===== src/rtl/wb_cmd_controller_if.sv =====
// Command/response stream plus Wishbone classic bus for wb_cmd_controller.
// The master modport is the controller; slave is the command source plus device.
interface wb_cmd_controller_if #(
   parameter int DAT_WIDTH = 8
);
   logic                 cmd_valid_i;
   logic                 cmd_ready_o;
   logic                 cmd_we_i;
   logic [DAT_WIDTH-1:0] cmd_dat_i;
   logic                 rsp_valid_o;
   logic                 rsp_ready_i;
   logic [DAT_WIDTH-1:0] rsp_dat_o;
   logic [1:0]           rsp_status_o;
   logic                 cyc_o;
   logic                 stb_o;
   logic                 we_o;
   logic [DAT_WIDTH-1:0] dat_o;
   logic                 ack_i;
   logic                 err_i;
   logic                 rty_i;
   logic [DAT_WIDTH-1:0] dat_i;

   modport master (
      input  cmd_valid_i, cmd_we_i, cmd_dat_i, rsp_ready_i,
      input  ack_i, err_i, rty_i, dat_i,
      output cmd_ready_o, rsp_valid_o, rsp_dat_o, rsp_status_o,
      output cyc_o, stb_o, we_o, dat_o
   );

   modport slave (
      output cmd_valid_i, cmd_we_i, cmd_dat_i, rsp_ready_i,
      output ack_i, err_i, rty_i, dat_i,
      input  cmd_ready_o, rsp_valid_o, rsp_dat_o, rsp_status_o,
      input  cyc_o, stb_o, we_o, dat_o
   );
endinterface


===== src/rtl/wb_cmd_controller.sv =====
// Wishbone B4 classic controller: one command in, one bus transaction (with
// retries on rty and optional timeout), one status+data response beat out.
module wb_cmd_controller #(
   parameter int DAT_WIDTH      = 8,
   parameter int MAX_RETRIES    = 3,
   parameter int TIMEOUT_CYCLES = 0
) (
   input  logic                 clk_i,
   input  logic                 rst_i,
   wb_cmd_controller_if.master  bus,
   output logic [1:0]           state_dbg_o
);
   // Handshakes: a beat transfers on a rising edge where valid and ready are
   // both high; valid never waits on ready and the payload is held until taken.
   typedef enum logic [1:0] {
      S_IDLE    = 2'd0,
      S_REQ     = 2'd1,
      S_BACKOFF = 2'd2,
      S_RESP    = 2'd3
   } state_e;

   localparam int             TW        = $clog2(TIMEOUT_CYCLES + 2);
   localparam logic [TW-1:0]  TO_LAST   = TW'(TIMEOUT_CYCLES - 1);
   localparam logic [7:0]     RETRY_MAX = 8'(MAX_RETRIES);

   localparam logic [1:0] ST_OK      = 2'b00;
   localparam logic [1:0] ST_ERR     = 2'b01;
   localparam logic [1:0] ST_RTY_EXH = 2'b10;
   localparam logic [1:0] ST_TIMEOUT = 2'b11;

   state_e               state_q;
   logic                 cyc_q;
   logic                 we_q;
   logic [DAT_WIDTH-1:0] wdat_q;
   logic                 rsp_valid_q;
   logic [DAT_WIDTH-1:0] rsp_dat_q;
   logic [1:0]           status_q;
   logic [7:0]           retry_q;
   logic [TW-1:0]        timer_q;

   always_ff @(posedge clk_i or posedge rst_i) begin
      if (rst_i) begin
         state_q     <= S_IDLE;
         cyc_q       <= 1'b0;
         we_q        <= 1'b0;
         wdat_q      <= '0;
         rsp_valid_q <= 1'b0;
         rsp_dat_q   <= '0;
         status_q    <= ST_OK;
         retry_q     <= '0;
         timer_q     <= '0;
      end else begin
         case (state_q)
            S_IDLE: begin
               if (bus.cmd_valid_i) begin
                  we_q    <= bus.cmd_we_i;
                  wdat_q  <= bus.cmd_dat_i;
                  retry_q <= '0;
                  timer_q <= '0;
                  cyc_q   <= 1'b1;
                  state_q <= S_REQ;
               end
            end
            S_REQ: begin
               if (bus.ack_i) begin
                  rsp_dat_q   <= we_q ? '0 : bus.dat_i;
                  status_q    <= ST_OK;
                  cyc_q       <= 1'b0;
                  rsp_valid_q <= 1'b1;
                  state_q     <= S_RESP;
               end else if (bus.err_i) begin
                  rsp_dat_q   <= '0;
                  status_q    <= ST_ERR;
                  cyc_q       <= 1'b0;
                  rsp_valid_q <= 1'b1;
                  state_q     <= S_RESP;
               end else if (bus.rty_i) begin
                  cyc_q <= 1'b0;
                  if (retry_q < RETRY_MAX) begin
                     retry_q <= retry_q + 8'd1;
                     state_q <= S_BACKOFF;
                  end else begin
                     rsp_dat_q   <= '0;
                     status_q    <= ST_RTY_EXH;
                     rsp_valid_q <= 1'b1;
                     state_q     <= S_RESP;
                  end
               end else if (TIMEOUT_CYCLES != 0 && timer_q == TO_LAST) begin
                  rsp_dat_q   <= '0;
                  status_q    <= ST_TIMEOUT;
                  cyc_q       <= 1'b0;
                  rsp_valid_q <= 1'b1;
                  state_q     <= S_RESP;
               end else if (timer_q != '1) begin
                  timer_q <= timer_q + 1'b1;
               end
            end
            // A retry always restarts from an idle bus for one cycle.
            S_BACKOFF: begin
               timer_q <= '0;
               cyc_q   <= 1'b1;
               state_q <= S_REQ;
            end
            S_RESP: begin
               if (bus.rsp_ready_i) begin
                  rsp_valid_q <= 1'b0;
                  rsp_dat_q   <= '0;
                  status_q    <= ST_OK;
                  state_q     <= S_IDLE;
               end
            end
            default: state_q <= S_IDLE;
         endcase
      end
   end

   // Every bus output decodes from registers; device responses never reach
   // an output combinationally.
   assign bus.cyc_o        = cyc_q;
   assign bus.stb_o        = cyc_q;
   assign bus.we_o         = cyc_q & we_q;
   assign bus.dat_o        = wdat_q;
   assign bus.cmd_ready_o  = (state_q == S_IDLE) & ~rst_i;
   assign bus.rsp_valid_o  = rsp_valid_q;
   assign bus.rsp_dat_o    = rsp_dat_q;
   assign bus.rsp_status_o = status_q;
   assign state_dbg_o      = state_q;
endmodule


===== src/flat_wrapper.sv =====
// flat-port wrapper written by rule: the top's interface ports become plain ports
module wb_cmd_controller_flat 
#(
   parameter int DAT_WIDTH      = 8,
   parameter int MAX_RETRIES    = 3,
   parameter int TIMEOUT_CYCLES = 0
)
  (clk_i, rst_i, state_dbg_o, bus_cmd_valid_i, bus_cmd_we_i, bus_cmd_dat_i, bus_rsp_ready_i, bus_ack_i, bus_err_i, bus_rty_i, bus_dat_i, bus_cmd_ready_o, bus_rsp_valid_o, bus_rsp_dat_o, bus_rsp_status_o, bus_cyc_o, bus_stb_o, bus_we_o, bus_dat_o);
  wb_cmd_controller_if #(.DAT_WIDTH(DAT_WIDTH)) bus_i ();
  input  logic clk_i;
  input  logic rst_i;
  output logic [1:0] state_dbg_o;
  input wire logic [$bits(bus_i.cmd_valid_i)-1:0] bus_cmd_valid_i;
  input wire logic [$bits(bus_i.cmd_we_i)-1:0] bus_cmd_we_i;
  input wire logic [$bits(bus_i.cmd_dat_i)-1:0] bus_cmd_dat_i;
  input wire logic [$bits(bus_i.rsp_ready_i)-1:0] bus_rsp_ready_i;
  input wire logic [$bits(bus_i.ack_i)-1:0] bus_ack_i;
  input wire logic [$bits(bus_i.err_i)-1:0] bus_err_i;
  input wire logic [$bits(bus_i.rty_i)-1:0] bus_rty_i;
  input wire logic [$bits(bus_i.dat_i)-1:0] bus_dat_i;
  output wire logic [$bits(bus_i.cmd_ready_o)-1:0] bus_cmd_ready_o;
  output wire logic [$bits(bus_i.rsp_valid_o)-1:0] bus_rsp_valid_o;
  output wire logic [$bits(bus_i.rsp_dat_o)-1:0] bus_rsp_dat_o;
  output wire logic [$bits(bus_i.rsp_status_o)-1:0] bus_rsp_status_o;
  output wire logic [$bits(bus_i.cyc_o)-1:0] bus_cyc_o;
  output wire logic [$bits(bus_i.stb_o)-1:0] bus_stb_o;
  output wire logic [$bits(bus_i.we_o)-1:0] bus_we_o;
  output wire logic [$bits(bus_i.dat_o)-1:0] bus_dat_o;
  assign bus_i.cmd_valid_i = bus_cmd_valid_i;
  assign bus_i.cmd_we_i = bus_cmd_we_i;
  assign bus_i.cmd_dat_i = bus_cmd_dat_i;
  assign bus_i.rsp_ready_i = bus_rsp_ready_i;
  assign bus_i.ack_i = bus_ack_i;
  assign bus_i.err_i = bus_err_i;
  assign bus_i.rty_i = bus_rty_i;
  assign bus_i.dat_i = bus_dat_i;
  assign bus_cmd_ready_o = bus_i.cmd_ready_o;
  assign bus_rsp_valid_o = bus_i.rsp_valid_o;
  assign bus_rsp_dat_o = bus_i.rsp_dat_o;
  assign bus_rsp_status_o = bus_i.rsp_status_o;
  assign bus_cyc_o = bus_i.cyc_o;
  assign bus_stb_o = bus_i.stb_o;
  assign bus_we_o = bus_i.we_o;
  assign bus_dat_o = bus_i.dat_o;
  wb_cmd_controller #(.DAT_WIDTH(DAT_WIDTH), .MAX_RETRIES(MAX_RETRIES), .TIMEOUT_CYCLES(TIMEOUT_CYCLES)) u_core (.clk_i(clk_i), .rst_i(rst_i), .bus(bus_i), .state_dbg_o(state_dbg_o));
endmodule

===== config.mk =====
export PLATFORM = sky130hd
export DESIGN_NAME = wb_cmd_controller_flat
export DESIGN_NICKNAME = d
export VERILOG_FILES = /design/src/rtl/wb_cmd_controller_if.sv /design/src/rtl/wb_cmd_controller.sv /design/src/flat_wrapper.sv
export SDC_FILE = /design/constraint.sdc
export NUM_CORES = 1
export LEC_CHECK = 0
export ABC_AREA = 1
export BUFFER_PORTS_ARGS = -buffer_cell sky130_fd_sc_hd__buf_2
export CORE_ASPECT_RATIO = 0.8
export CORE_MARGIN = 2
export CORE_UTILIZATION = 44
export DETAILED_ROUTE_END_ITERATION = 10
export PLACE_DENSITY = 0.74
export REMOVE_ABC_BUFFERS = 1
export SYNTH_ARGS = -nofsm -noshare
export SYNTH_HDL_FRONTEND = slang
export SYNTH_SLANG_ARGS = --single-unit

===== constraint.sdc =====
create_clock -name clk_i -period 1.4 [get_ports clk_i]
set_input_delay 0.14 -clock clk_i [delete_from_list [all_inputs] [get_ports clk_i]]
set_output_delay 0.14 -clock clk_i [all_outputs]
set_load 0.05 [all_outputs]

==> out/qor.txt <==
top cells by count, synth -> 42 x nand2_1, 31 x dfrtp_1, 18 x nor2_1, 17 x inv_1, 13 x nand3_1
CP Class -> reg2out
Hold Startpoint -> bus_cmd_dat_i[2]
Detailed Route WL -> 2.95 mm
# IOs -> 49
die footprint -> 3700 um2
Final period util -> 97.9%
Post-synth EDFFs -> 0
CTS tree -> built
reg2reg start -> u_core.state_dbg_o[0]
Post-synth top flop -> dfrtp_1
adder-cell share of the synthesized area -> 0.881%
Core Footprint -> 3090 um2
Synth async-reset ratio -> 100%
die outline width -> 67.5 um
Detailed Place HPWL -> 2.15 mm
largest fanout on the critical path -> 5
Synth-to-Final Area Change -> 34.9%
CP arrival -> 1.23 ns
Net Sw Power -> 2.45 mW
clock slew at reported path FFs -> 0.06 ns
initial antenna violation count -> 0
Synth Warn # -> 0
global route total overflow -> 0
Yosys top cell area share -> 54.6%
worst slew pin tran -> 0.389 ns
worst hold slack -> 0.0931 ns
setup slack, reg-to-reg -> 0.08 ns
DR iter-0 viols -> 92
largest net degree at the start of global routing -> 32
Seq/Total Area, Yosys -> 54.6%
vias in the first global route -> 1069
Leak Pwr -> 1.05 nW
Overall Global Routing Usage -> 17.8%
simple-gate share of the synthesized area -> 29.5%
clock share of power -> 12.9%
Port-buffer cells -> 48
Sw Share -> 51.4%
Post-Syn Instances -> 157
CTS H-tree depth -> 2
Pre-Repair DR Iteration Count -> 4
drt drc -> 0
xor/xnor cell area share of the yosys netlist -> 0%
routed length per instance -> 11.4 um
CP peak stage delay -> 0.47 ns
fin util -> 62.1%
most common cell in the netlist -> nand2_1
Power Dens Cells -> 2490 nW/um2
Peak VDD IR -> 1.36 mV
top cells by area, synth -> dfrtp_1 55%, nand2_1 11%, mux2_2 6.3%
largest family of logic cells by synthesized area -> simple AND/OR/NAND/NOR gates
register share of total power -> 30.1%
Layout Skew -> 0.00374 ns
first-pass GRT wire length -> 4.67 mm
clock tree buffer depth -> 2
post-synthesis cell area -> 1420 um2
Num CTS Buffers -> 5
# diodes -> 0
FF-to-FF path depth -> 7
CP max stage cell -> dfrtp_2
GPL Wtd Cong -> 0.770
setup total negative slack -> 0 ns
Rows -> 18
cell internal pwr -> 2.32 mW
status -> completed
CP endpoint kind -> output port
Comb pwr share -> 57.0%
Min-Delay Path Class -> in2reg
worst path required time -> 1.26 ns
worst-path cell chain -> nor2_4, inv_2, nor2_1, buf_6
Total Power -> 4.78 mW
Rel. slew slack -> 74.0%
post-synthesis mux area share -> 6.34%
vias per inst -> 4.70
# nets final -> 246
ANT nets after route -> 0
clk root buf -> clkbuf_8
Sink Count -> 31
compound-gate portion of the synthesized area -> 1.76%
maximum clock frequency -> 730 MHz
min cycle time layout -> 1.37 ns
register bit count reported by yosys -> 31
Yosys top cell by area -> dfrtp_1
die height -> 54.8 um
Final Max Slew Viols -> 0
share of cells above drive strength 1 -> 41.8%
R2R Path End -> u_core.bus.rsp_status_o[1]
starting density of the core -> 46.0%
mean post-synth cell area -> 9.05 um2
routed vias -> 1222
final-report hold violation count -> 0
worst-case hold path end point -> u_core.bus.dat_o[2]
max-cap violations -> 0
clk_lat worst skew -> 0.28 ns
Final setup viols -> 0
Worst Hold Depth -> 2
Startpoint Class -> register
Distinct cells, synth -> 19
[cell usage in the layout (no fill, tap or decap), drive strengths merged]
cell and count:
nor3b 9, dfrtp 31, buf 60, inv 17, nand2 46, nor2 19, ha 1, o21ai 4
dlygate4sd3 1, nor3 1, nand3 13, nand3b 1, mux2 8, a21oi 1, or2 1, clkinvlp 1
clkbuf 6
[routing by layer]
layer	up-vias	global-route usage (%)	wire length (um)
li1	619	-	-
met1	558	22.4	1340
met2	38	27.9	1380
met3	7	5.56	177
met4	0	9.18	51
met5	-	0	0
[power groups by stage]
stage	Combinational, mW	Sequential [mW]	Clock [mW]
after floorplan	0.869	2.40	0
after global placement	2.54	1.40	0
after detailed placement	2.58	1.40	0
after CTS	2.58	1.41	0.640
after global routing	2.93	1.48	0.674
final	2.72	1.44	0.614
[registers in the layout, summed over array words and instances, names as in the netlist]
register,flops
u_core.bus.cyc_o,1
u_core.bus.dat_o,8
u_core.bus.rsp_dat_o,8
u_core.bus.rsp_status_o,2
u_core.bus.rsp_valid_o,1
u_core.retry_q,8
u_core.state_dbg_o,2
u_core.we_q,1
[through the flow]
| stage | cell area, um2 | setup slack (ns) | instances |
|---|---|---|---|
| 2_1_floorplan | 1390 | -0.345 | 153 |
| 3_3_place_gp | 1760 | 0.0472 | 251 |
| 3_5_place_dp | 1760 | -0.0288 | 251 |
| 4_1_cts | 1840 | -0.0123 | 258 |
| 5_1_grt | 1920 | -0.0329 | 260 |
| 6_report | 1920 | 0.0298 | 260 |
[area by class of cell]
class | instances | area (um2)
Sequential cell | 31 | 778
Multi-Input combinational cell | 104 | 589
Clock buffer | 6 | 72.6
Timing Repair Buffer | 61 | 354
Inverter | 18 | 71.3
Tap cell | 40 | 50.0
Fill cell | 266 | 1170
[kinds of logic (layout without fill, tap and decap cells)]
kind of cell             count (synthesis)  in the layout
AO/OA/AOI/OAI                            5              5
adder cells (fa/ha/maj)                  1              1
buffers and inverters                   22             85
flip-flops                              31             31
multiplexers                             8              8
AND/OR/NAND/NOR                         90             90
[worst max-delay path: cells and delay by family (launching register included)]
family,cells,cell delay (ns)
DFF,1,0.47
buffers and inverters,2,0.22
and+or+nand+nor,2,0.26
[what timing repair did]
item / in CTS / in global routing
setup endpoints to repair: 7 / 20
resized for setup: 3 / 20
setup buffers: 0 / 2
pin swaps: 0 / 5
endpoints found under the hold margin: 31 / 0
hold buffers: 1 / 0
[worst max-delay path by stage]
stage / from / endpoint
5_1_grt: u_core.retry_q[0] / u_core.retry_q[1]
3_3_place_gp: u_core.retry_q[0] / u_core.retry_q[6]
2_1_floorplan: u_core.state_dbg_o[0] / u_core.bus.rsp_dat_o[0]
3_5_place_dp: u_core.retry_q[0] / u_core.retry_q[2]
6_report: u_core.state_dbg_o[0] / bus_cmd_ready_o
4_1_cts: u_core.state_dbg_o[1] / bus_cmd_ready_o
(Power assumes the default switching activity.)
